==> src/rtl/bbqm_door_sensor_if.sv <==
// bbqm_door_sensor_if: signal bundle between the door photocells / queue
// counter and the door sensor front-end.
// The master side drives the raw beams and the counter flags; the slave side
// (the door sensor) returns the passage pulses and status.
// With BBQM_DOOR_STATS_EN defined the bundle also carries total_in/total_out.
interface bbqm_door_sensor_if;
   logic       sens_a;
   logic       sens_b;
   logic       full;
   logic       empty;
   logic       inc_pulse;
   logic       dec_pulse;
   logic       reject;
   logic       abort;
   logic       busy;
`ifdef BBQM_DOOR_STATS_EN
   logic [7:0] total_in;
   logic [7:0] total_out;

   modport master (
      output sens_a, sens_b, full, empty,
      input  inc_pulse, dec_pulse, reject, abort, busy, total_in, total_out
   );

   modport slave (
      input  sens_a, sens_b, full, empty,
      output inc_pulse, dec_pulse, reject, abort, busy, total_in, total_out
   );
`else
   modport master (
      output sens_a, sens_b, full, empty,
      input  inc_pulse, dec_pulse, reject, abort, busy
   );

   modport slave (
      input  sens_a, sens_b, full, empty,
      output inc_pulse, dec_pulse, reject, abort, busy
   );
`endif
endinterface

==> src/rtl/bbqm_door_sensor.sv <==
// bbqm_door_sensor: door photocell front-end for the bank queue manager.
// Beam A is on the outside edge of the doorway, beam B on the inside edge.
// Both beams are synchronised (two flops), debounced, and the order in which
// they break and release is decoded into single-cycle enter/leave pulses.
// Completed passages are gated by the queue counter's full/empty flags.
// Optional feature macro: BBQM_DOOR_STATS_EN adds saturating 8-bit
// total_in/total_out tallies of issued inc/dec pulses.
//
// state | meaning
// IDLE  | doorway clear, waiting for a beam to break
// E_A   | entering: outer beam only
// E_AB  | entering: both beams
// E_B   | entering: inner beam only
// L_B   | leaving: inner beam only
// L_BA  | leaving: both beams
// L_A   | leaving: outer beam only
// CLEAR | passage abandoned, waiting for both beams to release
module bbqm_door_sensor #(
   parameter int unsigned DEBOUNCE_CYCLES = 16,
   parameter int unsigned TIMEOUT_CYCLES  = 50_000_000
) (
   input logic              clk,
   input logic              reset,
   bbqm_door_sensor_if.slave bus
);

   typedef enum logic [2:0] {
      IDLE  = 3'd0,
      E_A   = 3'd1,
      E_AB  = 3'd2,
      E_B   = 3'd3,
      L_B   = 3'd4,
      L_BA  = 3'd5,
      L_A   = 3'd6,
      CLEAR = 3'd7
   } state_t;

   // Counter compare values: a counter that has reached *_LAST is on its
   // final cycle, so the action lands exactly DEBOUNCE/TIMEOUT cycles in.
   localparam logic [7:0]  DB_LAST = 8'(DEBOUNCE_CYCLES - 1);
   localparam logic [25:0] TO_LAST = 26'(TIMEOUT_CYCLES - 1);

   logic        a_s1, a_s2, b_s1, b_s2;
   logic        a_db, b_db;
   logic [7:0]  a_cnt, b_cnt;
   logic [1:0]  pair;

   state_t      state, state_next;
   logic [25:0] tcnt;
   logic        in_passage;
   logic        timeout;

   logic        inc_d, dec_d, reject_d, abort_d;
   logic        inc_q, dec_q, reject_q, abort_q;

   // two-flop synchronisers for the asynchronous beam inputs
   always_ff @(posedge clk or posedge reset) begin
      if (reset) begin
         a_s1 <= 1'b0;
         a_s2 <= 1'b0;
         b_s1 <= 1'b0;
         b_s2 <= 1'b0;
      end else begin
         a_s1 <= bus.sens_a;
         a_s2 <= a_s1;
         b_s1 <= bus.sens_b;
         b_s2 <= b_s1;
      end
   end

   // debounce beam A: flip only after DEBOUNCE_CYCLES consecutive differing samples
   always_ff @(posedge clk or posedge reset) begin
      if (reset) begin
         a_cnt <= '0;
         a_db  <= 1'b0;
      end else if (a_s2 == a_db) begin
         a_cnt <= '0;
      end else if (a_cnt == DB_LAST) begin
         a_db  <= a_s2;
         a_cnt <= '0;
      end else begin
         a_cnt <= a_cnt + 8'd1;
      end
   end

   // debounce beam B: same filter as beam A
   always_ff @(posedge clk or posedge reset) begin
      if (reset) begin
         b_cnt <= '0;
         b_db  <= 1'b0;
      end else if (b_s2 == b_db) begin
         b_cnt <= '0;
      end else if (b_cnt == DB_LAST) begin
         b_db  <= b_s2;
         b_cnt <= '0;
      end else begin
         b_cnt <= b_cnt + 8'd1;
      end
   end

   assign pair       = {a_db, b_db};
   assign in_passage = (state != IDLE) && (state != CLEAR);
   assign timeout    = in_passage && (tcnt == TO_LAST);

   // FSM state register
   always_ff @(posedge clk or posedge reset) begin
      if (reset) state <= IDLE;
      else       state <= state_next;
   end

   // dwell timer: restarts on every state change, idle outside passage states
   always_ff @(posedge clk or posedge reset) begin
      if (reset) begin
         tcnt <= '0;
      end else if (!in_passage || (state_next != state)) begin
         tcnt <= '0;
      end else begin
         tcnt <= tcnt + 26'd1;
      end
   end

   // next-state decode on the debounced pair; a timeout overrides any beam change
   always_comb begin
      state_next = state;
      if (timeout) begin
         state_next = CLEAR;
      end else begin
         unique case (state)
            IDLE: begin
               case (pair)
                  2'b10:   state_next = E_A;
                  2'b01:   state_next = L_B;
                  2'b11:   state_next = CLEAR;
                  default: state_next = IDLE;
               endcase
            end
            E_A: begin
               case (pair)
                  2'b11:   state_next = E_AB;
                  2'b00:   state_next = IDLE;
                  2'b01:   state_next = CLEAR;
                  default: state_next = E_A;
               endcase
            end
            E_AB: begin
               case (pair)
                  2'b01:   state_next = E_B;
                  2'b10:   state_next = E_A;
                  2'b00:   state_next = CLEAR;
                  default: state_next = E_AB;
               endcase
            end
            E_B: begin
               case (pair)
                  2'b00:   state_next = IDLE;
                  2'b11:   state_next = E_AB;
                  2'b10:   state_next = CLEAR;
                  default: state_next = E_B;
               endcase
            end
            L_B: begin
               case (pair)
                  2'b11:   state_next = L_BA;
                  2'b00:   state_next = IDLE;
                  2'b10:   state_next = CLEAR;
                  default: state_next = L_B;
               endcase
            end
            L_BA: begin
               case (pair)
                  2'b10:   state_next = L_A;
                  2'b01:   state_next = L_B;
                  2'b00:   state_next = CLEAR;
                  default: state_next = L_BA;
               endcase
            end
            L_A: begin
               case (pair)
                  2'b00:   state_next = IDLE;
                  2'b11:   state_next = L_BA;
                  2'b01:   state_next = CLEAR;
                  default: state_next = L_A;
               endcase
            end
            CLEAR: begin
               if (pair == 2'b00) state_next = IDLE;
            end
            default: state_next = IDLE;
         endcase
      end
   end

   // pulse decode from the transition being taken; full/empty sampled here
   always_comb begin
      inc_d    = 1'b0;
      dec_d    = 1'b0;
      reject_d = 1'b0;
      abort_d  = 1'b0;
      if ((state == E_B) && (state_next == IDLE)) begin
         if (bus.full) reject_d = 1'b1;
         else          inc_d    = 1'b1;
      end else if ((state == L_A) && (state_next == IDLE)) begin
         if (bus.empty) reject_d = 1'b1;
         else           dec_d    = 1'b1;
      end else if ((state != CLEAR) && (state_next == CLEAR)) begin
         abort_d = 1'b1;
      end
   end

   // registered pulse outputs, glitch-free toward the queue counter
   always_ff @(posedge clk or posedge reset) begin
      if (reset) begin
         inc_q    <= 1'b0;
         dec_q    <= 1'b0;
         reject_q <= 1'b0;
         abort_q  <= 1'b0;
      end else begin
         inc_q    <= inc_d;
         dec_q    <= dec_d;
         reject_q <= reject_d;
         abort_q  <= abort_d;
      end
   end

   assign bus.inc_pulse = inc_q;
   assign bus.dec_pulse = dec_q;
   assign bus.reject    = reject_q;
   assign bus.abort     = abort_q;
   assign bus.busy      = (state != IDLE);

`ifdef BBQM_DOOR_STATS_EN
   logic [7:0] total_in_q;
   logic [7:0] total_out_q;

   // saturating tallies of issued inc/dec pulses (rejects not counted)
   always_ff @(posedge clk or posedge reset) begin
      if (reset) begin
         total_in_q  <= '0;
         total_out_q <= '0;
      end else begin
         if (inc_d && (total_in_q != 8'hFF))  total_in_q  <= total_in_q + 8'd1;
         if (dec_d && (total_out_q != 8'hFF)) total_out_q <= total_out_q + 8'd1;
      end
   end

   assign bus.total_in  = total_in_q;
   assign bus.total_out = total_out_q;
`endif

endmodule
==> src/flat_wrapper.sv <==
// flat-port wrapper written by rule: the top's interface ports become plain ports
module bbqm_door_sensor_flat 
#(
   parameter int unsigned DEBOUNCE_CYCLES = 16,
   parameter int unsigned TIMEOUT_CYCLES  = 50_000_000
)
  (clk, reset, bus_sens_a, bus_sens_b, bus_full, bus_empty, bus_inc_pulse, bus_dec_pulse, bus_reject, bus_abort, bus_busy);
  bbqm_door_sensor_if bus_i ();
  input logic clk;
  input logic reset;
  input wire logic [$bits(bus_i.sens_a)-1:0] bus_sens_a;
  input wire logic [$bits(bus_i.sens_b)-1:0] bus_sens_b;
  input wire logic [$bits(bus_i.full)-1:0] bus_full;
  input wire logic [$bits(bus_i.empty)-1:0] bus_empty;
  output wire logic [$bits(bus_i.inc_pulse)-1:0] bus_inc_pulse;
  output wire logic [$bits(bus_i.dec_pulse)-1:0] bus_dec_pulse;
  output wire logic [$bits(bus_i.reject)-1:0] bus_reject;
  output wire logic [$bits(bus_i.abort)-1:0] bus_abort;
  output wire logic [$bits(bus_i.busy)-1:0] bus_busy;
  assign bus_i.sens_a = bus_sens_a;
  assign bus_i.sens_b = bus_sens_b;
  assign bus_i.full = bus_full;
  assign bus_i.empty = bus_empty;
  assign bus_inc_pulse = bus_i.inc_pulse;
  assign bus_dec_pulse = bus_i.dec_pulse;
  assign bus_reject = bus_i.reject;
  assign bus_abort = bus_i.abort;
  assign bus_busy = bus_i.busy;
  bbqm_door_sensor #(.DEBOUNCE_CYCLES(DEBOUNCE_CYCLES), .TIMEOUT_CYCLES(TIMEOUT_CYCLES)) u_core (.clk(clk), .reset(reset), .bus(bus_i));
endmodule
==> config.mk <==
export PLATFORM = sky130hd
export DESIGN_NAME = bbqm_door_sensor_flat
export DESIGN_NICKNAME = d
export VERILOG_FILES = /design/src/rtl/bbqm_door_sensor_if.sv /design/src/rtl/bbqm_door_sensor.sv /design/src/flat_wrapper.sv
export SDC_FILE = /design/constraint.sdc
export NUM_CORES = 1
export LEC_CHECK = 0
export ABC_AREA = 1
export CORE_ASPECT_RATIO = 1.4
export CORE_UTILIZATION = 30
export CTS_CLUSTER_DIAMETER = 60
export DETAILED_ROUTE_END_ITERATION = 10
export PLACE_DENSITY = 0.55
export SETUP_SLACK_MARGIN = 0.05
export SLEW_MARGIN = 20
export SYNTH_ARGS = -nofsm -noshare
export SYNTH_HDL_FRONTEND = slang
export SYNTH_SLANG_ARGS = --single-unit
==> constraint.sdc <==
create_clock -name clk -period 4.36 [get_ports clk]
set_clock_uncertainty 0.15 [all_clocks]
set_input_delay 0.436 -clock clk [delete_from_list [all_inputs] [get_ports clk]]
set_output_delay 0.436 -clock clk [all_outputs]
set_load 0.05 [all_outputs]
==> results.cfg <==
[floorplan]
floorplan.die_area_mm2 = 0.0116
initial_core_util = 0.308
fp.dieW_um = 91.3
design.portCount = 11
design.core.area_mm2 = 0.0109
placement_rows = 45
vertical_extent_of_the_die_um = 127

[global_routing]
groute.usage.overall = 0.124
grt_first_pass_wirelength_um = 11500
antenna_found_initial = 0
grt_start_max_net_pins = 33
grt_pass1_vias = 2567
globalRouteOverflowTotal = 0

[synthesis]
mappedNetlistNets = 410
synth_top_family_by_area = simple AND/OR/NAND/NOR gates
synth_xor_area_frac = 0.0549
synth-async-reset-ratio = 1.00
ys_dominant_reg_cell = dfrtp_1
synth_top_cells_by_count = 63 x nand2_1, 56 x nor2_1, 55 x dfrtp_1, 53 x inv_1
post_synth_num_cell_types = 34
syn_area_mm2 = 0.00335
syn-instance-count = 393
synth_area_in_compound_gates = 0.0318
yosys.area.top_type = dfrtp_1
synth.mux.area_fraction = 0
synth_edf_count = 0
post-synth-top-count-cell = nand2_1
synth_adder_area_share = 0.0411
synth_simple_gate_area_frac = 0.377
syn_area_per_cell_um2 = 8.52
synth.ff_latch_count = 55
yosysWarningCount = 0
fraction_of_the_yosys_area_taken_by_sequential_cells = 0.411
synthDominantCellAreaShare = 0.411
leading_cell_types_by_total_area_after_synthesis = dfrtp_1 41%, nor2_4 9.1%, nand2_1 7.1%

[setup_path]
max_fanout_on_critical_path = 10
setup.worst_path.end_class = output port
timing.setup.critical_path_class = flip-flop to output port
crit_required_ns = 3.77
timing.critical_path.arrival_ns = 1.99
cp-start-kind = flip-flop

[sta]
fin_crit_sh = 0.590
rsz0062_at_grt = false
max_freq_mhz = 389
timing.hold.ws_ns = 0.209
shortest_clock_period_the_worst_path_allows_after_layout_ns = 2.57
slew_headroom = 0.553
worst-slew-pin-transition_ns = 0.670
hold_violations = 0
timing_max_transition_violations_final = 0
final-setup-viol-count = 0
setup_total_negative_slack_ns = 0

[drt]
routed_wirelength_um = 6290
drt_pass1_iterations = 4
routed-via-count = 2468
route.detailed.wl_per_inst_um = 11.5
violation_count_after_the_first_detailed_routing_iteration = 77
detail-route-antenna-nets = 0
post-route-drc-count = 0
viasPerCell = 4.50

[pwr]
p_leak_nw = 1.49
power.density_cell_area_mw_per_mm2 = 263
ir_worst_vdd_mv = 0.164

[cells_and_area]
antenna_cells_inserted = 0
post_route_cells_drive_above_1_share = 0.167
design.final.nets = 424
syn_to_final_growth_pct = 11.2
fin_util = 0.343

[clocking]
clock_sink_count = 55
ctsHoldBuffers = 0
clock_tree.htree_level_count = 2
post_cts.repair.setup_buffers = 0
clockBufferDepth = 2
clk_transition_reported_paths_ns = 0.08
cts_root_buffer_type = clkbuf_16
insertion_delay_ns = 0.30
numCtsBuffers = 5
tritoncts_clock_tree = built
cts-resized-gates = 0

[status]
outcome = finished clean

[hold_path]
worstHoldPathType = flip-flop to flip-flop

[place]
count_of_input_and_output_buffers = 10
hpwlAfterDp_um = 4840
gp_congestion = 0.843

[job]
cap_violations = 0
[stage by stage]
stage	cells	setup slack [ns]	cell area (µm²)	power, W
final	549	1.79	3720	0.000981
after floorplan	393	2.32	3350	0.000564
after global placement	541	1.92	3570	0.000575
after detailed placement	541	1.84	3570	0.000576
after CTS	549	1.79	3720	0.00100
after global routing	549	1.55	3720	0.00103
[metal layers]
metal,vias up,wire (µm),GRT usage,part of all wire
met5,-,0,0,0
met4,0,172,0.0579,0.027
met2,32,3440,0.238,0.55
met1,1180,2510,0.127,0.40
li1,1246,-,-,-
met3,10,166,0.0268,0.026
[state kept, by name (all words and copies together), names as in the netlist]
name                  flops
u_core.bus.inc_pulse      1
u_core.b_cnt              8
u_core.bus.abort          1
u_core.b_s2               1
u_core.a_cnt              8
u_core.a_s2               1
u_core.tcnt              26
u_core.bus.reject         1
u_core.bus.dec_pulse      1
u_core.state              3
u_core.b_db               1
u_core.b_s1               1
u_core.a_db               1
u_core.a_s1               1
[path summary, 6_finish.rpt]
path	slack (ns)	end	startpoint	cells after the start
hold reg to reg	0.21	u_core.a_s2	u_core.a_s1	0
setup / recovery	1.79	bus_busy	u_core.state[2]	3
setup reg to reg	1.84	u_core.tcnt[2]	u_core.b_db	14
max in group asynchronous	2.93	u_core.tcnt[2]	reset	3
min in group asynchronous	0.33	u_core.tcnt[8]	reset	2
hold / removal	0.21	u_core.a_s2	u_core.a_s1	0
[cell usage in the layout, fill, tap and decap left out, drive strengths merged]
master / n
a21oi: 7
and2: 2
and3: 1
buf: 1
clkbuf: 6
clkdlybuf4s50: 10
clkinv: 1
clkinvlp: 1
dfrtp: 55
ha: 11
inv: 58
nand2: 71
nand3: 32
nand3b: 1
nand4: 10
nor2: 89
nor3: 12
nor3b: 2
o21ai: 11
o22ai: 2
or2: 4
xnor2: 8
xor2: 13
[where the power goes]
group / leakage, nW / switching [W] / internal, W
logic: 0.658 / 0.0000288 / 0.0000131
registers: 0.754 / 0.00000519 / 0.000517
clock network: 0.0731 / 0.000187 / 0.000230
[logic make-up (layout without fill, tap and decap cells)]
kind of cell | after synthesis | in the layout
AOI/OAI and AO/OA | 20 | 20
DFF | 55 | 55
and+or+nand+nor | 224 | 224
xor gates and xnor gates | 21 | 21
buffers and inverters | 62 | 77
adders and majority gates | 11 | 11
[area by class of cell]
cell class,count,area [µm²]
Sequential cell,55,1380
Tap cell,141,176
Clock buffer,6,139
Fill cell,1113,7140
Timing Repair Buffer,11,108
Multi-Input combinational cell,276,1690
Inverter,58,220
Clock inverter,2,16.3
[critical path: stages (launching register included)]
cell and delay [ns]:
dfrtp_1 0.60, inv_4 0.14, nand2_4 0.14, clkdlybuf4s50_1 0.81
(Power assumes the default switching activity.)
